### config.mk
export PLATFORM = sky130hd
export DESIGN_NAME = punc_state_dumper
export DESIGN_NICKNAME = d
export VERILOG_FILES = /design/src/rtl/punc_dump_pkg.sv /design/src/rtl/punc_dump_cksum.sv /design/src/rtl/punc_state_dumper.sv
export SDC_FILE = /design/constraint.sdc
export NUM_CORES = 1
export LEC_CHECK = 0
export BUFFER_PORTS_ARGS = -buffer_cell sky130_fd_sc_hd__buf_2
export CAP_MARGIN = 10
export CORE_ASPECT_RATIO = 0.6
export CORE_MARGIN = 2
export CORE_UTILIZATION = 55
export DETAILED_ROUTE_END_ITERATION = 8
export PLACE_DENSITY = 0.85
export SLEW_MARGIN = 40
export SYNTH_ARGS = -nofsm -noshare
export SYNTH_HDL_FRONTEND = slang
export SYNTH_SLANG_ARGS = --single-unit
export TNS_END_PERCENT = 100
### constraint.sdc
create_clock -name clk -period 5.7 [get_ports clk]
set_input_delay 0.855 -clock clk [delete_from_list [all_inputs] [get_ports clk]]
set_output_delay 0.855 -clock clk [all_outputs]
set_load 0.02 [all_outputs]
### src/rtl/punc_dump_pkg.sv
// rtl/punc_dump_pkg.sv - shared types, constants and helpers for the processor state dumper
// Optional feature macro: PUNC_DUMP_CKSUM_EN (adds the trailing checksum word and CKSUM state).
package punc_dump_pkg;

    localparam logic [15:0] HDR_WORD_DEFAULT = 16'hD0D0;

    typedef enum logic [3:0] {
        IDLE,
        HDR,
        PC,
        RF_SET,
        RF_OUT,
        MEM_SET,
        MEM_OUT,
        FIN
`ifdef PUNC_DUMP_CKSUM_EN
        , CKSUM
`endif
    } state_t;

    // Total number of words in one dump: header, PC, register file, memory (+ checksum).
    function automatic logic [31:0] stream_len(input int unsigned rf_regs,
                                               input logic [15:0] mem_count);
        logic [31:0] n;
        n = 32'd2 + 32'(rf_regs) + {16'd0, mem_count};
`ifdef PUNC_DUMP_CKSUM_EN
        n = n + 32'd1;
`endif
        return n;
    endfunction

endpackage

### src/rtl/punc_dump_cksum.sv
// rtl/punc_dump_cksum.sv - clear/accumulate 16-bit modulo-2^16 adder for the dump checksum
// Ports: clk, rst (async, active-high), clr (zero the sum), acc (add data), data[15:0], sum[15:0].
module punc_dump_cksum (
    input  logic        clk,
    input  logic        rst,
    input  logic        clr,
    input  logic        acc,
    input  logic [15:0] data,
    output logic [15:0] sum
);

    always_ff @(posedge clk or posedge rst) begin
        if (rst) begin
            sum <= 16'd0;
        end else if (clr) begin
            sum <= 16'd0;
        end else if (acc) begin
            sum <= sum + data;
        end
    end

endmodule

### src/rtl/punc_state_dumper.sv
// rtl/punc_state_dumper.sv - streams header, PC, register file and a memory window over a valid/ready port
// Ports: clk, rst (async, active-high); start, mem_base, mem_count (request);
//        mem_debug_addr, rf_debug_addr (to processor); mem_debug_data, rf_debug_data, pc_debug_data (from processor);
//        dump_valid, dump_ready, dump_data, dump_last (word stream); busy, done (status).
// Optional feature macro: PUNC_DUMP_CKSUM_EN appends a checksum word after the last data word.
module punc_state_dumper
    import punc_dump_pkg::*;
#(
    parameter int          RF_REGS  = 8,
    parameter logic [15:0] HDR_WORD = HDR_WORD_DEFAULT
) (
    input  logic        clk,
    input  logic        rst,
    input  logic        start,
    input  logic [15:0] mem_base,
    input  logic [15:0] mem_count,
    output logic [15:0] mem_debug_addr,
    output logic [2:0]  rf_debug_addr,
    input  logic [15:0] mem_debug_data,
    input  logic [15:0] rf_debug_data,
    input  logic [15:0] pc_debug_data,
    output logic        dump_valid,
    input  logic        dump_ready,
    output logic [15:0] dump_data,
    output logic        dump_last,
    output logic        busy,
    output logic        done
);

    localparam logic [2:0] RF_LAST = 3'(RF_REGS - 1);

    state_t      state, state_n;
    logic [15:0] data_q, data_n;
    logic        last_q, last_n;
    logic [15:0] base_q, base_n;
    logic [15:0] count_q, count_n;     // memory words still to emit, including the current one
    logic [15:0] mem_addr_q, mem_addr_n;
    logic [2:0]  rf_addr_q, rf_addr_n;
    logic        hs;

    assign dump_valid = (state == HDR) || (state == PC) || (state == RF_OUT) || (state == MEM_OUT)
`ifdef PUNC_DUMP_CKSUM_EN
                        || (state == CKSUM)
`endif
                        ;
    assign hs             = dump_valid && dump_ready;
    assign busy           = (state != IDLE) && (state != FIN);
    assign done           = (state == FIN);
    assign dump_last      = last_q;
    assign mem_debug_addr = mem_addr_q;
    assign rf_debug_addr  = rf_addr_q;

`ifdef PUNC_DUMP_CKSUM_EN
    logic [15:0] sum;

    // Every accepted word except the checksum itself feeds the sum; a new dump clears it.
    punc_dump_cksum u_cksum (
        .clk  (clk),
        .rst  (rst),
        .clr  ((state == IDLE) && start),
        .acc  (hs && (state != CKSUM)),
        .data (dump_data),
        .sum  (sum)
    );

    assign dump_data = (state == CKSUM) ? sum : data_q;
`else
    assign dump_data = data_q;
`endif

    always_ff @(posedge clk or posedge rst) begin
        if (rst) begin
            state      <= IDLE;
            data_q     <= 16'd0;
            last_q     <= 1'b0;
            base_q     <= 16'd0;
            count_q    <= 16'd0;
            mem_addr_q <= 16'd0;
            rf_addr_q  <= 3'd0;
        end else begin
            state      <= state_n;
            data_q     <= data_n;
            last_q     <= last_n;
            base_q     <= base_n;
            count_q    <= count_n;
            mem_addr_q <= mem_addr_n;
            rf_addr_q  <= rf_addr_n;
        end
    end

    always_comb begin
        state_n    = state;
        data_n     = data_q;
        last_n     = last_q;
        base_n     = base_q;
        count_n    = count_q;
        mem_addr_n = mem_addr_q;
        rf_addr_n  = rf_addr_q;
        case (state)
            IDLE: begin
                if (start) begin
                    state_n = HDR;
                    data_n  = HDR_WORD;
                    last_n  = 1'b0;
                    base_n  = mem_base;
                    count_n = mem_count;
                end
            end
            HDR: begin
                if (hs) begin
                    state_n = PC;
                    data_n  = pc_debug_data;
                end
            end
            PC: begin
                if (hs) begin
                    state_n   = RF_SET;
                    rf_addr_n = 3'd0;
                end
            end
            RF_SET: begin
                // Address was driven during this cycle; the read data is valid at its end.
                state_n = RF_OUT;
                data_n  = rf_debug_data;
`ifdef PUNC_DUMP_CKSUM_EN
                last_n  = 1'b0;
`else
                last_n  = (rf_addr_q == RF_LAST) && (count_q == 16'd0);
`endif
            end
            RF_OUT: begin
                if (hs) begin
                    if (rf_addr_q != RF_LAST) begin
                        state_n   = RF_SET;
                        rf_addr_n = rf_addr_q + 3'd1;
                    end else if (count_q != 16'd0) begin
                        state_n    = MEM_SET;
                        mem_addr_n = base_q;
                    end else begin
`ifdef PUNC_DUMP_CKSUM_EN
                        state_n = CKSUM;
                        last_n  = 1'b1;
`else
                        state_n = FIN;
                        last_n  = 1'b0;
`endif
                    end
                end
            end
            MEM_SET: begin
                state_n = MEM_OUT;
                data_n  = mem_debug_data;
`ifdef PUNC_DUMP_CKSUM_EN
                last_n  = 1'b0;
`else
                last_n  = (count_q == 16'd1);
`endif
            end
            MEM_OUT: begin
                if (hs) begin
                    if (count_q != 16'd1) begin
                        state_n    = MEM_SET;
                        count_n    = count_q - 16'd1;
                        mem_addr_n = mem_addr_q + 16'd1;   // wraps modulo 2^16
                    end else begin
`ifdef PUNC_DUMP_CKSUM_EN
                        state_n = CKSUM;
                        last_n  = 1'b1;
`else
                        state_n = FIN;
                        last_n  = 1'b0;
`endif
                    end
                end
            end
`ifdef PUNC_DUMP_CKSUM_EN
            CKSUM: begin
                if (hs) begin
                    state_n = FIN;
                    last_n  = 1'b0;
                end
            end
`endif
            FIN: begin
                state_n = IDLE;
            end
            default: begin
                state_n = IDLE;
            end
        endcase
    end

endmodule

Word-level counts from Yosys, hierarchy flattened
Cells that the tools add are included.
- bits in registers: 72
- bits in latches: 0
- memory bits (writable): 0
- bits in read-only memories: 0
- input port bits: 84
- output and inout port bits: 39
- memories: 0
- add/sub/neg operators: 3
- $mul: 0
- div/mod/pow operators: 0
- $lt $le $gt $ge: 0
- equality and inequality tests: 23
- shifts and indexed selects: 0
- mux-type cells: 33
- bitwise gates (word level): 0
- reduce and logical (&&, ||, !) cells: 22
- operators by type and width (cell ; number):
    $mux 16 ; 10
    $pmux 16 s2 ; 2
    $pmux 16 s4 ; 1
    $pmux 4 s7 ; 1
    $mux 4 ; 5
    $add 16x1->16 const B ; 1
    $eq 16x1->1 const B ; 1
    $eq 4x3->1 const B ; 4
    $logic_not 16->1 ; 1
    $ne 16x1->1 const B ; 1
    $ne 2x2->1 const B ; 8
    $reduce_bool 16->1 ; 1
    $sub 16x1->16 const B ; 1
    $mux 3 ; 4
    $eq 4x2->1 const B ; 2
    $reduce_and 4->1 ; 2
    $reduce_bool 4->1 ; 2
    $reduce_and 7->1 ; 1
    $mux 1 ; 6
    $ne 2x1->1 const B ; 3
    $pmux 3 s2 ; 1
    $reduce_and 6->1 ; 1
    $reduce_bool 2->1 ; 3
    $pmux 1 s5 ; 1
    other kinds (13) ; 18

Longest topological paths before layout
Gate-level depths: netlist of run 1.
- word-level depth: 7
- gate-level depth with buffers: 8

Worst setup path before layout of run 1
Ideal clock, no wire load.
- path type: register to output
- start point: register state[1]
- end point: output port dump_valid
- data arrival time: 1803 ps
- setup slack: 3042 ps
- cell stages (with the launch flop): 6
- buffers on the path: 3
- cells stage by stage: dfrtp_1 -> clkbuf_1 -> buf_1 -> clkbuf_1 -> nor2_1 -> xnor2_1
- longest elaborated chain between the ends: 4
- elaborated cells on any way between the ends: 7
- ends and longest elaborated chain (what ; RTL line ; source):
    start, declared ; punc_state_dumper.sv:32 ; state_t state, state_n;
    start signal, assigned ; punc_state_dumper.sv:81 ; state <= state_n;
    $eq 4x1->1 or $eq 4x2->1 (tied branches) ; punc_state_dumper.sv:41 ; assign dump_valid = (state == HDR) || (state == PC) || (state == RF_OUT) || (state == MEM_OUT)
    $logic_or 1x1->1 (2 in series) ; punc_state_dumper.sv:41 ;
    $logic_or 1x1->1 (*) ; punc_state_dumper.sv:41 ;
    end, declared ; punc_state_dumper.sv:22 ; output logic dump_valid,
Mark *: on every way between the ends. The rest lies on a longest branch, timed or not.

Worst setup path in the final report of run 1
- start point: register state[0]
- end point: output port busy
- longest elaborated chain between the ends: 2
- elaborated cells on any way between the ends: 3
- ends and longest elaborated chain (what ; RTL line ; source):
    $ne 4x3->1 or $reduce_bool 4->1 (tied branches) ; punc_state_dumper.sv:47 ; assign busy = (state != IDLE) && (state != FIN);
    $logic_and 1x1->1 (*) ; punc_state_dumper.sv:47 ;
    end, declared ; punc_state_dumper.sv:26 ; output logic busy,
Marks and branches as above.

==> results of run 1 <==
-- registers in the layout, summed over array words and instances (netlist names) --
| signal | count |
|---|---|
| base_q | 16 |
| count_q | 16 |
| dump_data | 16 |
| dump_last | 1 |
| mem_debug_addr | 16 |
| rf_debug_addr | 3 |
| state | 3 |
-- kinds of logic after synthesis --
group | share of synthesized area [%]
simple gates | 16.8
flops | 42.3
xor+xnor | 0.208
mux | 9.23
buf+inv | 5.12
compound gates | 24.6
fa+ha+maj | 1.79
-- worst max-delay path, cell delays in order, from the launching register on --
cell	delay [ns]
dfrtp_1	0.80
clkinv_1	0.48
a21oi_1	0.27
buf_2	0.19
-- through the flow --
stage               total power [W]  utilization [%]  setup slack, ns
finish                      0.00283             69.8             2.77
global route                0.00302             69.8             2.67
CTS                         0.00282             69.8             2.77
detailed placement          0.00228             65.9             2.82
global placement            0.00222             65.7             2.83
floorplan                   0.00192                -             3.04
-- routing by layer --
metal | vias to the layer above | global-route usage, %
li1 | 1896 | -
met1 | 1957 | 39.0
met2 | 209 | 41.0
met3 | 23 | 8.38
met4 | 0 | 10.1
met5 | - | 0
-- layout make-up --
class | count | area [um2] | area share (%)
clock buffer | 16 | 282 | 5.51
inverter | 11 | 41.3 | 0.808
multi-input combinational | 330 | 2230 | 43.7
timing repair buffer | 126 | 644 | 12.6
sequential | 71 | 1780 | 34.8
tap | 104 | 130 | 2.55
-- path summary, 6_finish.rpt --
kind / startpoint / endpoint / slack [ns] / cells after the start
max in group asynchronous: rst / state[1] / 4.55 / 3
max: state[0] / busy / 2.77 / 3
min: count_q[15] / count_q[15] / 0.48 / 1
min reg2reg: count_q[15] / count_q[15] / 0.48 / 1
min in group asynchronous: rst / dump_data[8] / 0.68 / 3
max reg2reg: count_q[4] / count_q[1] / 2.86 / 5
-- power groups by stage --
stage	registers, W	clock network [W]	logic, W
finish	0.00102	0.000525	0.00129
global route	0.00106	0.000553	0.00141
CTS	0.00101	0.000532	0.00128
detailed placement	0.00101	0	0.00127
global placement	0.000998	0	0.00123
floorplan	0.000989	0	0.000933
-- synthesized netlist by cell type, types with 2 or more instances --
master	number
clkbuf_1	27
a31oi_1	8
nand3_1	11
buf_1	4
dfrtp_1	71
a2bb2oi_1	3
nand2_1	36
o21ai_0	32
o31ai_1	2
nor2_1	24
mux2_2	22
o32ai_1	2
nor3b_1	5
a22o_1	11
or4_4	2
nor4b_1	2
and4_1	2
nand4_1	4
o2bb2ai_1	20
buf_6	4
a21oi_1	24
inv_1	10
nor2_4	2
mux2i_1	14
nor3_1	19
o21ai_1	13
a22oi_1	7
o22ai_1	16
and3_1	7
ha_1	6
or4_1	2
nor2b_1	3
nor4_1	6
or3_1	4
==> metrics.md, run 1 <==
| Metric | Value |
|---|---|
| Die height | 71.7 um |
| Number of synthesized flops with an enable pin | 0 |
| Starting density of the core | 57.4% |
| Tot GR Track Use | 27.8% |
| Global-route wire length before repair | 18,300 um |
| Met3 routed WL | 997 um |
| Synth area leaders | dfrtp_1 (42%), mux2_2 (5.9%), o2bb2ai_1 (4.2%) |
| Core ar. | 0.00733 mm2 |
| Seq pwr share | 36.0% |
| Outcome | finished clean |
| I/O Buffers | 122 |
| Final hold vios | 0 |
| Netlist cell types | 58 |
| Design area | 0.00511 mm2 |
| Slew Viols, Final | 0 |
| Max-slew headroom | 51.4% |
| GRT overflow | 0 |
| First DRT Iteration DRCs | 358 |
| Largest net degree at the start of global routing | 72 |
| Max H-tree Level | 3 |
| WL met1 | 4960 um |
| Worst setup SP type | flop |
| Cell row count | 24 |
| Worst hold-check path type | flop to flop |
| Largest area contributor in the netlist | dfrtp_1 |
| Gp weighted congestion | 0.871 |
| TNS Setup | 0 ns |
| Combinational power share | 45.5% |
| Post-synthesis cell area | 0.00420 mm2 |
| Fmax | 341 MHz |
| Vias per std cell | 6.21 |
| Drt wl/cell | 17.0 um |
| Die footprint | 0.00838 mm2 |
| Final period utilization | 51.4% |
| Ys async rst share | 100% |
| Setup Viol. Count Final | 0 |
| Num CTS Buffers | 9 |
| Unrepaired setup endpoints after global routing | no |
| ANT cells | 0 |
| Crit end category | primary output |
| Initial antenna violation count | 0 |
| Top FF cell, synth | dfrtp_1 |
| Switching share of power | 43.2% |
| Min Hold Slack | 0.482 ns |
| Metal2 WL | 5050 um |
| Worst-margin pin slew | 0.727 ns |
| Placed insts | 642 |
| Share of the synthesized area in the top cell type | 42.3% |
| Yosys warns | 0 |
| LEAKAGE | 2.27 nW |
| Max VDD drop | 301 uV |
| Worst-path maximum fanout | 21 |
| Cell Pwr Density | 553 mW/mm2 |
| Worst-skew pair later-pin latency | 0.34 ns |
| Highest-count cells in the layout ignoring fill and taps | buf_2 (122), dfrtp_1 (70), nand2_1 (36) |
| Clk buf depth | 2 |
| Post-route ant nets | 0 |
| Vias in the first global route | 3,844 |
| Crit Path Class | flop to primary output |
| CTS Root Cell | clkbuf_16 |
| Die width | 117 um |
| Vias | 4,085 |
| Worst EP required | 4.85 ns |
| Post-DP Area | 0.00483 mm2 |
| CTS tree | built |
| CTS resizes | 0 |
| Net Sw Power | 0.00122 W |
| WL final | 11,200 um |
| Sequential cell area fraction in the yosys report | 42.3% |
| IO Pins | 123 |
| Synth Net Count | 539 |
| Layout cell share with drive strength beyond 1 | 31.6% |
| FILL cells | 583 |
| Detailed-route DRC error count | 0 |
| Clk slew on worst S/H paths | 0.06 ns |
| Post-CTS Setup Bufs | 0 |
| Area Growth Syn to Fin | 21.6% |
| P_int | 0.00161 W |
| Hold Buf Count CTS | 0 |
| Top Metal Used | met4 |
| Synthesized instance count | 449 |
| Final net count | 639 |
| Hpwl dp | 7700 um |
| Number of max-cap violations | 0 |
| Clock power frac | 18.5% |
| Clock Sinks | 71 |
| Seq cells post-synth | 71 |
| Commonest non-fill, non-tap cell in the layout | buf_2 |
| Final Critical Period | 2.93 ns |
| Worst EP arrival | 2.07 ns |
| Non-filler cells in the finished layout | 658 |
| Synthesized area per cell | 9.36 um2 |
| Clk_skew | 0.00930 ns |
| Drt pass-1 iters | 5 |
Power figures use the tool's default switching activity.
==> run 2: changes to the inputs <==
Settings changed: ABC_AREA set to 1, CORE_UTILIZATION 55 to 53, PLACE_DENSITY 0.85 to 0.82.
Clock period 5.7 ns to 2.8 ns, I/O delays scaled along.
==> metrics.md, run 2 <==
| Metric | Value |
|---|---|
| Vias per std cell | 5.21 (-16%) |
| Max-slew headroom | 61.6% (+10 points) |
| Post-CTS Setup Bufs | 0 (unchanged) |
| Highest-count cells in the layout ignoring fill and taps | nand2_1 (317), buf_2 (122), dfrtp_1 (71) |
| Final hold vios | 0 (unchanged) |
| Starting density of the core | 55.8% (-1.6 points) |
| Crit path max-delay cell type | dfrtp_1 |
| Unrepaired setup endpoints after global routing | no |
| Drt wl/cell | 13.4 um (-21%) |
| Clock Sinks | 71 (unchanged) |
| Seq pwr share | 31.2% (-4.8 points) |
| Max H-tree Level | 3 (unchanged) |
| Layout cell share with drive strength beyond 1 | 24.6% (-7.0 points) |
| Worst EP arrival | 1.69 ns (-0.38 ns) |
| Largest delay contributor family on the critical path | flip-flops |
| Die footprint | 0.00920 mm2 (+9.7%) |
| Placed insts | 872 (+36%) |
| CP max stage delay | 0.63 ns (-0.17 ns) |
| Worst-skew pair later-pin latency | 0.34 ns (about the same) |
| Synthesized area per cell | 6.81 um2 (-27%) |
| Synth area leaders | dfrtp_1 (40%), nand2_1 (27%), nand3_1 (6.5%) |
| Max VDD drop | 527 uV (+75%) |
| Die width | 122 um (+4.8%) |
| Synthesized instance count | 656 (+46%) |
| Crit-path most repeated cell | nand3_1 |
| Post-DP Area | 0.00514 mm2 (+6.5%) |
| Fmax | 474 MHz |
| Cell Pwr Density | 1140 mW/mm2 (+110%) |
| Buffers & Inverters on Critical Path | 2 (unchanged) |
| CTS Root Cell | clkbuf_16 |
| CTS tree | built |
| LEAKAGE | 3.02 nW (+33%) |
| Number of max-cap violations | 0 (unchanged) |
| Tot Pwr | 0.00625 W (+120%) |
| Ys async rst share | 100% (unchanged) |
| Tot GR Track Use | 26.7% (-1.0 points) |
| P_int | 0.00334 W (+110%) |
| Commonest cells post-synth | nand2_1 (317), dfrtp_1 (71), nor2_1 (67), nand3_1 (58), inv_1 (32) |
| Top FF cell, synth | dfrtp_1 |
| Crit Path Class | flop to primary output |
| Clock power frac | 19.6% (+1.1 points) |
| Gp weighted congestion | 0.963 (+11%) |
| Slew Viols, Final | 0 (unchanged) |
| Vias | 4,630 (+13%) |
| WL final | 11,900 um (+6.7%) |
| CTS resizes | 0 (unchanged) |
| Number of synthesized flops with an enable pin | 0 (unchanged) |
| Vias in the first global route | 4,150 (+8.0%) |
| IO Pins | 123 (unchanged) |
| Top-count cell post-synth | nand2_1 |
| GRT overflow | 0 (unchanged) |
| Post-synthesis cell area | 0.00446 mm2 (+6.2%) |
| First DRT Iteration DRCs | 456 (+27%) |
| Share of the synthesized area in the top cell type | 39.8% (-2.5 points) |
| Netlist cell types | 32 (-45%) |
| Final net count | 865 (+35%) |
| Synth Net Count | 746 (+38%) |
| Commonest non-fill, non-tap cell in the layout | nand2_1 |
| Final WS setup | 0.692 ns (-2.08 ns) |
| Crit end category | primary output |
| Largest area contributor in the netlist | dfrtp_1 |
| Yosys warns | 0 (unchanged) |
| Worst hold-check path type | primary input to async pin |
| Post-route ant nets | 0 (unchanged) |
| I/O Buffers | 122 (unchanged) |
| TNS Setup | 0 ns (unchanged) |
| Clk_skew | 0.00420 ns (-0.00510 ns) |
| Worst-margin pin slew | 0.575 ns (-0.153 ns) |
| Clk buf depth | 2 (unchanged) |
| Cell row count | 25 (+4.2%) |
| Area Growth Syn to Fin | 22.4% |
| Final period utilization | 75.3% |
| Crit path cell chain | inv_1 -> nand3_1 -> nand3_1 -> buf_2 |
| ANT cells | 0 (unchanged) |
| Worst-path maximum fanout | 9 (-57%) |
| Die height | 75.1 um (+4.7%) |
| Non-filler cells in the finished layout | 888 (+35%) |
| Drt pass-1 iters | 5 (unchanged) |
| Pre-CTS WS | 0.856 ns (-1.96 ns) |
| Initial antenna violation count | 0 (unchanged) |
| Largest net degree at the start of global routing | 72 (unchanged) |
| Net Sw Power | 0.00291 W (+140%) |
| Core ar. | 0.00801 mm2 (+9.3%) |
| Global-route wire length before repair | 19,000 um (+3.7%) |
| Design area | 0.00547 mm2 (+6.9%) |
| Detailed-route DRC error count | 0 (unchanged) |
| Clk slew on worst S/H paths | 0.06 ns (about the same) |
| Outcome | finished clean |
| Final Critical Period | 2.11 ns |
| Num CTS Buffers | 9 (unchanged) |
| Combinational power share | 49.2% (+3.7 points) |
| Seq cells post-synth | 71 (unchanged) |
| Worst EP required | 2.38 ns (-2.47 ns) |
| Sequential cell area fraction in the yosys report | 39.8% (-2.5 points) |
| Hpwl dp | 8620 um (+12%) |
| Hold Buf Count CTS | 0 (unchanged) |
| Switching share of power | 46.6% (+3.4 points) |
| Setup Viol. Count Final | 0 (unchanged) |
| Worst setup SP type | flop |
run 2: cell count changes after synthesis, moves of 9 or more:
cell,previous run,this run
o21ai_0,32,13
inv_1,10,32
o22ai_1,16,1
a21oi_1,24,5
a22o_1,11,0
nand3_1,11,58
nor2_1,24,67
nand2_1,36,317
clkbuf_1,27,5
o21ai_1,13,4
nor3_1,19,0
o2bb2ai_1,20,0
mux2i_1,14,0
run 2: layout make-up:
| cell class | count | area (um2) |
|---|---|---|
| clock buffer | 10 | 239 |
| clock inverter | 6 | 83.8 |
| fill | 693 | 2540 |
| inverter | 41 | 154 |
| multi-input combinational | 526 | 2420 |
| sequential | 71 | 1780 |
| tap | 108 | 135 |
| timing repair buffer | 126 | 653 |
run 2: cells by family after synthesis:
kind of cell | synth area share (%)
AOI/OAI and AO/OA | 3.14
xor gates and xnor gates | 0.589
adders and majority gates | 1.68
buffers and inverters | 5.89
DFF | 39.8
muxes | 4.04
and+or+nand+nor | 44.9
run 2: routing by layer:
| metal | up-vias | global-route usage (%) | wire, um |
|---|---|---|---|
| li1 | 2293 | - | - |
| met4 | 0 | 9.83 | 198 |
| met2 | 192 | 43.0 | 5260 |
| met1 | 2123 | 35.6 | 5420 |
| met3 | 22 | 6.74 | 1050 |
| met5 | - | 0 | 0 |
run 2: worst register-to-register path, cell delays in order, from the launching register on:
cell and delay (ns):
dfrtp_1 0.44, nor2_1 0.28, nand2_1 0.13, nor2_1 0.23, nand2_2 0.11, nand2_2 0.09
nand2_2 0.07, nand2_4 0.19, inv_2 0.18, nand2_1 0.11, nand2_1 0.06
run 2: worst paths after layout:
kind / start / to / slack, ns / depth (start not counted)
min in group clk: mem_base[4] / base_q[4] / 0.31 / 2
min: rst / state[2] / 0.15 / 3
max in group asynchronous: rst / count_q[10] / 2.33 / 3
max: state[2] / dump_valid / 0.69 / 4
max reg2reg: count_q[6] / count_q[6] / 0.79 / 10
min reg2reg: dump_data[10] / dump_data[10] / 0.47 / 2
run 2: per-stage QoR:
step           util [%]  hold WS [ns]
2_1_floorplan         -         0.471
3_3_place_gp       64.2         0.453
3_5_place_dp       64.2         0.457
4_1_cts            68.3         0.177
5_1_grt            68.3         0.214
6_report           68.3         0.149
run 2: power groups by stage:
stage	sequential, W	combinational, W	clock (W)
floorplan	0.00202	0.00219	0
global placement	0.00192	0.00292	0
detailed placement	0.00194	0.00303	0
CTS	0.00194	0.00307	0.00125
global route	0.00201	0.00347	0.00129
finish	0.00195	0.00307	0.00123
==> run 3: changes to the inputs <==
Clock period 2.8 ns to 2 ns, I/O delays scaled along.
==> metrics.md, run 3 (same netlist as run 2, synthesis figures left out) <==
| Metric | Value |
|---|---|
| Unrepaired setup endpoints after global routing | no |
| GRT overflow | 0 (unchanged) |
| Tot Pwr | 0.00875 W (+40%) |
| CTS tree | built |
| Post-CTS Setup Bufs | 0 (unchanged) |
| Cell row count | 25 (unchanged) |
| Min Hold Slack | 0.0308 ns (-0.118 ns) |
| FILL cells | 701 (+1.2%) |
| Largest delay contributor family on the critical path | flip-flops |
| LEAKAGE | 3.03 nW (+0.29%) |
| Vias in the first global route | 4,332 (+4.4%) |
| Detailed-route DRC error count | 0 (unchanged) |
| Vias | 4,692 (+1.3%) |
| WL met1 | 5500 um (+1.4%) |
| Worst-skew pair later-pin latency | 0.33 ns (about the same) |
| Worst setup SP type | flop |
| Core ar. | 0.00801 mm2 (unchanged) |
| Largest net degree at the start of global routing | 32 (-56%) |
| Final Critical Period | 1.78 ns |
| First DRT Iteration DRCs | 462 (+1.3%) |
| Crit path cell chain | inv_1 -> nand3_1 -> nand3_1 -> buf_2 |
| Die width | 122 um (unchanged) |
| Post-DP Area | 0.00520 mm2 (+1.1%) |
| CTS resizes | 0 (unchanged) |
| Commonest non-fill, non-tap cell in the layout | nand2_1 |
| Buffers & Inverters on Critical Path | 2 (unchanged) |
| IO Pins | 123 (unchanged) |
| Starting density of the core | 55.8% (unchanged) |
| Highest-count cells in the layout ignoring fill and taps | nand2_1 (317), buf_2 (122), dfrtp_1 (71) |
| Slew Viols, Final | 0 (unchanged) |
| R2R cell count | 9 (-1) |
| Max-slew headroom | 60.5% (-1.1 points) |
| Layout cell share with drive strength beyond 1 | 24.9% (+0.26 points) |
| Worst EP required | 1.70 ns (-0.68 ns) |
| Hold Buf Count CTS | 0 (unchanged) |
| Fmax | 561 MHz |
| RR Startpoint | state[2] |
| WL final | 12,600 um (+5.3%) |
| Vias per std cell | 5.26 (+0.88%) |
| Num CTS Buffers | 9 (unchanged) |
| CP max stage delay | 0.47 ns (-0.16 ns) |
| R2R Setup Slk | 0.22 ns (-0.57 ns) |
| Final net count | 872 (+0.81%) |
| Area of the multi-input gates | 0.00242 mm2 (unchanged) |
| Gp weighted congestion | 0.896 (-6.9%) |
| Drt wl/cell | 14.1 um (+4.8%) |
| Top Metal Used | met4 |
| Clk buf depth | 2 (unchanged) |
| Clk slew on worst S/H paths | 0.05 ns (about the same) |
| I/O Buffers | 122 (unchanged) |
| Final period utilization | 89.2% |
| Metal2 WL | 5600 um (+6.4%) |
| Global-route wire length before repair | 20,100 um (+5.7%) |
| Sequential cell area | 0.00178 mm2 (unchanged) |
| Clk_skew | 0.00446 ns (+0.000261 ns) |
| Crit Path Class | flop to primary output |
| TNS Setup | 0 ns (unchanged) |
| Crit-path most repeated cell | nand3_1 |
| Initial antenna violation count | 0 (unchanged) |
| Hpwl dp | 9260 um (+7.4%) |
| Met3 routed WL | 1280 um (+22%) |
| Final hold vios | 0 (unchanged) |
| Crit path max-delay cell type | dfrtp_1 |
| Die height | 75.1 um (unchanged) |
| Cell Pwr Density | 1590 mW/mm2 (+39%) |
| Max VDD drop | 786 uV (+49%) |
| Setup Viol. Count Final | 0 (unchanged) |
| Outcome | finished clean |
| Post-route ant nets | 0 (unchanged) |
| Worst-margin pin slew | 0.591 ns (+0.0169 ns) |
| ANT cells | 0 (unchanged) |
| Max H-tree Level | 3 (unchanged) |
| Number of max-cap violations | 0 (unchanged) |
| Worst hold-check path type | primary input to async pin |
| Tot GR Track Use | 28.2% (+1.5 points) |
| Reg2Reg Capture Point | dump_data[9] |
| Area Growth Syn to Fin | 22.9% |
| Worst EP arrival | 1.48 ns (-0.21 ns) |
| Design area | 0.00549 mm2 (+0.37%) |
| Worst-path maximum fanout | 6 (-3) |
| CTS Root Cell | clkbuf_16 |
| Crit end category | primary output |
| Drt pass-1 iters | 5 (unchanged) |
| Clock Sinks | 71 (unchanged) |
| Die footprint | 0.00920 mm2 (unchanged) |
[run 3: worst max-delay path by stage]
stage,from,to,slack (ns),cells past startpoint
2_1_floorplan,mem_debug_addr[1],mem_debug_addr[12],0.48,10
3_3_place_gp,state[2],dump_data[9],0.29,9
3_5_place_dp,state[2],dump_data[9],0.26,9
4_1_cts,state[2],dump_valid,0.22,4
5_1_grt,count_q[4],mem_debug_addr[15],0.08,9
6_report,state[2],dump_valid,0.22,4
[run 3: worst register-to-register path: cells and delay by family (launching register included)]
| kind | cells | cell delay [ns] |
|---|---|---|
| buf+inv | 3 | 0.73 |
| simple gates | 6 | 0.46 |
| flops | 1 | 0.47 |
[run 3: area by class of cell]
class / count / share of cell area, %
Clock buffer: 12 / 4.68
Clock inverter: 1 / 0.547
Inverter: 41 / 2.87
Multi-Input combinational cell: 526 / 44.2
Sequential cell: 71 / 32.4
Tap cell: 108 / 2.46
Timing Repair Buffer: 133 / 12.9
[run 3: metrics by stage]
stage	utilization, %	std cells	worst slack, ns
6_report	68.5	892	0.217
5_1_grt	68.5	892	0.0794
4_1_cts	68.5	892	0.224
3_5_place_dp	64.9	879	0.263
3_3_place_gp	64.9	879	0.286
2_1_floorplan	-	656	0.476
[run 3: power breakdown]
group / internal, W / switching (W) / total, W
combinational: 0.00155 / 0.00290 / 0.00444
sequential: 0.00207 / 0.000652 / 0.00273
clock: 0.00101 / 0.000570 / 0.00158
[run 3: layer usage]
metal	track usage (%)	vias to the layer above
met5	0	-
met4	8.68	0
met3	7.35	21
met2	45.9	242
met1	37.7	2131
li1	-	2298
